==> config.mk <==
export PLATFORM = sky130hd
export DESIGN_NAME = piso_readout
export DESIGN_NICKNAME = d
export VERILOG_FILES = /design/src/rtl/piso_readout.sv
export SDC_FILE = /design/constraint.sdc
export NUM_CORES = 1
export LEC_CHECK = 0
export BUFFER_PORTS_ARGS = -buffer_cell sky130_fd_sc_hd__buf_2
export CAP_MARGIN = 5
export CELL_PAD_IN_SITES_DETAIL_PLACEMENT = 1
export CELL_PAD_IN_SITES_GLOBAL_PLACEMENT = 1
export CORE_MARGIN = 2
export CORE_UTILIZATION = 43
export CTS_BUF_LIST = sky130_fd_sc_hd__clkbuf_4 sky130_fd_sc_hd__clkbuf_8
export DETAILED_ROUTE_END_ITERATION = 8
export PLACE_DENSITY = 0.92
export SETUP_SLACK_MARGIN = 0.02
export SYNTH_ARGS = -nofsm -noshare
export SYNTH_HDL_FRONTEND = slang
export SYNTH_SLANG_ARGS = --single-unit
==> constraint.sdc <==
create_clock -name clk -period 2.29 [get_ports clk]
set_clock_uncertainty 0.15 [all_clocks]
set_input_delay 0.1145 -clock clk [delete_from_list [all_inputs] [get_ports clk]]
set_output_delay 0.1145 -clock clk [all_outputs]
set_load 0.05 [all_outputs]
==> src/rtl/piso_readout.sv <==
// piso_readout: parallel-in, serial-out readout shifter for one SRAM row word.
// A COLS-bit word is captured via valid/ready, then streamed MSB-first with one
// bit accepted per downstream shift strobe. A one-cycle done pulse closes a frame.
// Optional feature macro: PISO_PARITY_EN appends an even-parity bit to each frame.
module piso_readout #(
   parameter int unsigned COLS = 16
) (
   input  logic            clk,
   input  logic            arst,
   input  logic            in_valid,
   output logic            in_ready,
   input  logic [COLS-1:0] parallel_in,
   input  logic            abort,
   input  logic            shift,
   output logic            serial_out,
   output logic            serial_valid,
   output logic            busy,
   output logic            done
);

`ifdef PISO_PARITY_EN
   // Counter reaches COLS+1 after the parity bit, so it needs one more code point.
   localparam int unsigned CNT_W     = $clog2(COLS + 2);
   localparam int unsigned FrameBits = COLS + 1;
`else
   localparam int unsigned CNT_W     = $clog2(COLS + 1);
   localparam int unsigned FrameBits = COLS;
`endif

   localparam logic [CNT_W-1:0] LastCnt = CNT_W'(FrameBits - 1);
   localparam logic [CNT_W-1:0] CntOne  = CNT_W'(1);

   localparam logic [1:0] StIdle  = 2'd0;
   localparam logic [1:0] StShift = 2'd1;
   localparam logic [1:0] StDone  = 2'd2;

   logic [1:0]      state_q, state_d;
   logic [COLS-1:0] shift_reg_q, shift_reg_d;
   logic [CNT_W-1:0] bit_cnt_q, bit_cnt_d;

`ifdef PISO_PARITY_EN
   localparam logic [CNT_W-1:0] ParCnt = CNT_W'(COLS);
   logic par_q, par_d;
`endif

   // Next-state logic; abort overrides capture and shift in every state.
   always_comb begin
      state_d     = state_q;
      shift_reg_d = shift_reg_q;
      bit_cnt_d   = bit_cnt_q;
`ifdef PISO_PARITY_EN
      par_d       = par_q;
`endif
      if (abort) begin
         state_d     = StIdle;
         bit_cnt_d   = '0;
         shift_reg_d = '0;
      end else begin
         unique case (state_q)
            StIdle: begin
               if (in_valid) begin
                  shift_reg_d = parallel_in;
                  bit_cnt_d   = '0;
                  state_d     = StShift;
`ifdef PISO_PARITY_EN
                  par_d       = ^parallel_in;
`endif
               end
            end
            StShift: begin
               if (shift) begin
                  shift_reg_d = {shift_reg_q[COLS-2:0], 1'b0};
                  bit_cnt_d   = bit_cnt_q + CntOne;
                  if (bit_cnt_q == LastCnt) begin
                     state_d = StDone;
                  end
               end
            end
            StDone: begin
               state_d = StIdle;
            end
            default: begin
               state_d = StIdle;
            end
         endcase
      end
   end

   // State registers with asynchronous active-high reset.
   always_ff @(posedge clk or posedge arst) begin
      if (arst) begin
         state_q     <= StIdle;
         shift_reg_q <= '0;
         bit_cnt_q   <= '0;
`ifdef PISO_PARITY_EN
         par_q       <= 1'b0;
`endif
      end else begin
         state_q     <= state_d;
         shift_reg_q <= shift_reg_d;
         bit_cnt_q   <= bit_cnt_d;
`ifdef PISO_PARITY_EN
         par_q       <= par_d;
`endif
      end
   end

   // Outputs decode from registered state only; no input reaches an output.
   always_comb begin
      in_ready     = 1'b0;
      serial_valid = 1'b0;
      serial_out   = 1'b0;
      busy         = 1'b0;
      done         = 1'b0;
      unique case (state_q)
         StIdle: begin
            in_ready = 1'b1;
         end
         StShift: begin
            serial_valid = 1'b1;
            busy         = 1'b1;
`ifdef PISO_PARITY_EN
            serial_out   = (bit_cnt_q == ParCnt) ? par_q : shift_reg_q[COLS-1];
`else
            serial_out   = shift_reg_q[COLS-1];
`endif
         end
         StDone: begin
            busy = 1'b1;
            done = 1'b1;
         end
         default: begin
            in_ready = 1'b0;
         end
      endcase
   end

endmodule

==> results.yml <==
clock_network:
  clkLatencyLatePin_ns: 0.33
  cts.sinks: 23
  clockBufferDepth: 2
  cts_inserted_buffers: 3
  clkTransAtPathRegs_ns: 0.13
  cts-root-buf: "clkbuf_4"
  cts_htree_levels: 1
  cts_setup_buffers: 0
  cts_tree: "yes"
drt:
  drt_wl_total_mm: 3.712
  drtPass1Iterations: 7
  drt_iter0_markers: 38
  ant_nets: 0
  route.detailed.drc: 1
  via_per_inst: 5.870
  vias: 1127
  wl_per_cell_um: 19.33
critical_path:
  reg2reg_slack_ns: 0.17
  timing.rr.start: "state_q[1]"
  r2r_end: "shift_reg_q[0]"
  worstPathMaxFanout: 16
  path_cells: "inv_1 -> ha_2 -> buf_6 -> nand4b_1 -> dlygate4sd3_1 -> a21oi_1"
  crit_family: "buffers and inverters"
  max_stage_delay_ns: 0.57
  worst-path-buf-inv: 3
  cp-end-kind: "flip-flop"
  crit_type: "flip-flop to flip-flop"
  slowest_stage: "dlygate4sd3_1"
  rr_worst_depth: 6
  required_ns: 2.35
  start_kind: "flip-flop"
  cp.arrival_ns: 2.18
pwr:
  power_density_nw_per_um2: 1063
  pwr-share-seq_pct: 33.6
  combPwrFrac_pct: 54.9
  max-vdd-ir-drop_v: 0.0005801
  p_leak_uw: 0.0007422
  power.switching_uw: 816.6
  power.internal_uw: 922.7
  clockPowerShare_pct: 11.4
  power_switching_share_pct: 46.95
die:
  core_um2: 2805
  rows: 19
  die_y_um: 58.72
  start_util_pct: 45.90
  io_pins: 26
  die_area_um2: 3448
  dieWidth_um: 58.72
cells_and_area:
  drive_above_1_share_pct: 25.47
  finish.net_count: 189
  n_antenna_cell: 0
  finish.utilization_pct: 58.34
  fin_cells: 192
  area_growth_syn_to_layout_pct: 27.11
  final_area_um2: 1637
sta:
  rsz0062_at_grt: "no"
  fin_setup_tns_ns: 0
  fmax_ghz: 0.4723
  hold_ws_ns: -0.0001792
  fin_crit_ns: 2.118
  period_share_pct: 92.47
  hold_viol_final: 1
  tightestPinTransition_ns: 0.8783
  report.final.slew_viol_count: 0
  slew_headroom_pct: 41.38
  finalWorstSetupSlack_ns: 0.1725
  setup_viol: 0
job:
  max-cap-violations: 0
logic_synthesis:
  ys_top_cells_by_count: "dfrtp_1 (23), a21oi_1 (17), mux2i_1 (13)"
  synth-warning-count: 0
  syn-num-nets: 148
  ys_seq_area_share_pct: 44.70
  ys.flop_type: "dfrtp_1"
  yosysMostFrequentCell: "dfrtp_1"
  ys_ff_latch: 23
  netlist_instances: 121
  post-synth-top-area-cell: "dfrtp_1"
  synth_area_um2: 1287
  synth_cell_type_count: 33
  yosysTopAreaCellShare_pct: 44.70
  syn_avg_cell_area_um2: 10.64
  synthTopCellsByArea: "dfrtp_1 (45%), mux2i_1 (10%), a21oi_1 (6.6%), a211oi_1 (6.4%), ha_1 (5.8%)"
  synth_edf_count: 0
  synthArstFlopShare_pct: 100.0
worst_hold_path:
  hold_end: "shift_reg_q[15]"
  hold_class: "input pin to flip-flop"
  hold-path-cell-count: 3
  hp-start: "parallel_in[15]"
placed_design:
  dp_hpwl_mm: 2.376
  post-place-cells: 171
  post_dp_cell_area_um2: 1424
  gp_congestion: 0.7732
  port_buffers: 25
  place_ws_ns: 0.1229
grt:
  grt_pass1_wl_mm: 5.961
  grt_max_degree: 24
  grt_usage_pct: 23.61
  grt_pass1_vias: 1210
  grt_remaining_overflow: 0
  antenna_found_initial: 0
outcome:
  status: "finished with violations"
  violations: "design-rule violations, negative hold slack"
## metal layers
layer	routed length, um	track usage, %	vias up
met2	1917	41.43	30
met1	1586	29.45	556
met3	104	3.297	11
li1	-	-	530
met5	0	0	-
met4	103	8.442	0
## how the worst max path moves through the flow
stage / startpoint / to / slack [ns] / cells after the start
2_1_floorplan: state_q[1] / serial_out / 0.06 / 5
3_3_place_gp: state_q[1] / shift_reg_q[9] / 0.25 / 5
3_5_place_dp: state_q[1] / shift_reg_q[5] / 0.12 / 5
4_1_cts: state_q[1] / shift_reg_q[0] / 0.05 / 6
5_1_grt: state_q[1] / shift_reg_q[0] / 0.10 / 6
6_report: state_q[1] / shift_reg_q[0] / 0.17 / 6
## per-stage QoR
step	hold slack (ns)	power, uW
floorplan	-0.03358	1292
detailed placement	0.1869	1473
finish	-0.0001792	1739
global route	0.003842	1849
CTS	0.004908	1688
global placement	0.1731	1414
## sequential cells by signal (all words and copies together) (netlist names)
signal,cells
state_q,2
shift_reg_q,16
bit_cnt_q,5
## cell families after synthesis
family                     count (synthesis)  share of synthesized area (%)
AOI/OAI and AO/OA                         39                          19.92
adders and majority gates                  6                          5.831
buffers and inverters                     13                          5.053
DFF                                       23                          44.70
muxes                                     15                          11.86
and+or+nand+nor                           25                          12.63
## power groups by stage
stage	Combinational, uW	Clock (uW)	Sequential, uW
6_report	955	199	585
5_1_grt	1030	228	592
4_1_cts	911	197	580
3_5_place_dp	885	0	588
2_1_floorplan	730	0	562
3_3_place_gp	835	0	579
## layout by cell type (no fill, tap or decap), types with 2 or more instances in the layout
| cell type | n |
|---|---|
| a211oi_1 | 11 |
| buf_2 | 25 |
| dfrtp_1 | 23 |
| mux2i_1 | 12 |
| inv_1 | 4 |
| ha_1 | 5 |
| buf_4 | 2 |
| nand3_1 | 3 |
| nand2b_1 | 2 |
| nand4b_1 | 2 |
| and2_1 | 5 |
| a221o_1 | 4 |
| nand3b_1 | 2 |
| clkbuf_4 | 3 |
| mux2_2 | 2 |
| dlygate4sd3_1 | 17 |
| a21oi_1 | 17 |
| o21ai_0 | 3 |
## worst register-to-register path, stage by stage, from the launching register on
cell and delay, ns:
dfrtp_1 0.42, inv_1 0.11, ha_2 0.30, buf_6 0.23
nand4b_1 0.15, dlygate4sd3_1 0.57, a21oi_1 0.07
## cell type report
type | instances | area, um2
fill | 317 | 1169
multi-input combinational | 85 | 658.1
sequential | 23 | 575.6
timing repair buffer | 45 | 321.6
tap | 31 | 38.79
clock buffer | 3 | 22.52
inverter | 4 | 15.01
clock inverter | 1 | 5.005
## timing repair
action	4_1_cts	5_1_grt
setup endpoints to repair	0	13
hold buffers	17	0
endpoints found under the hold margin	39	0
gates resized for setup	0	5
Note: power is estimated with default switching activity, not from simulation.
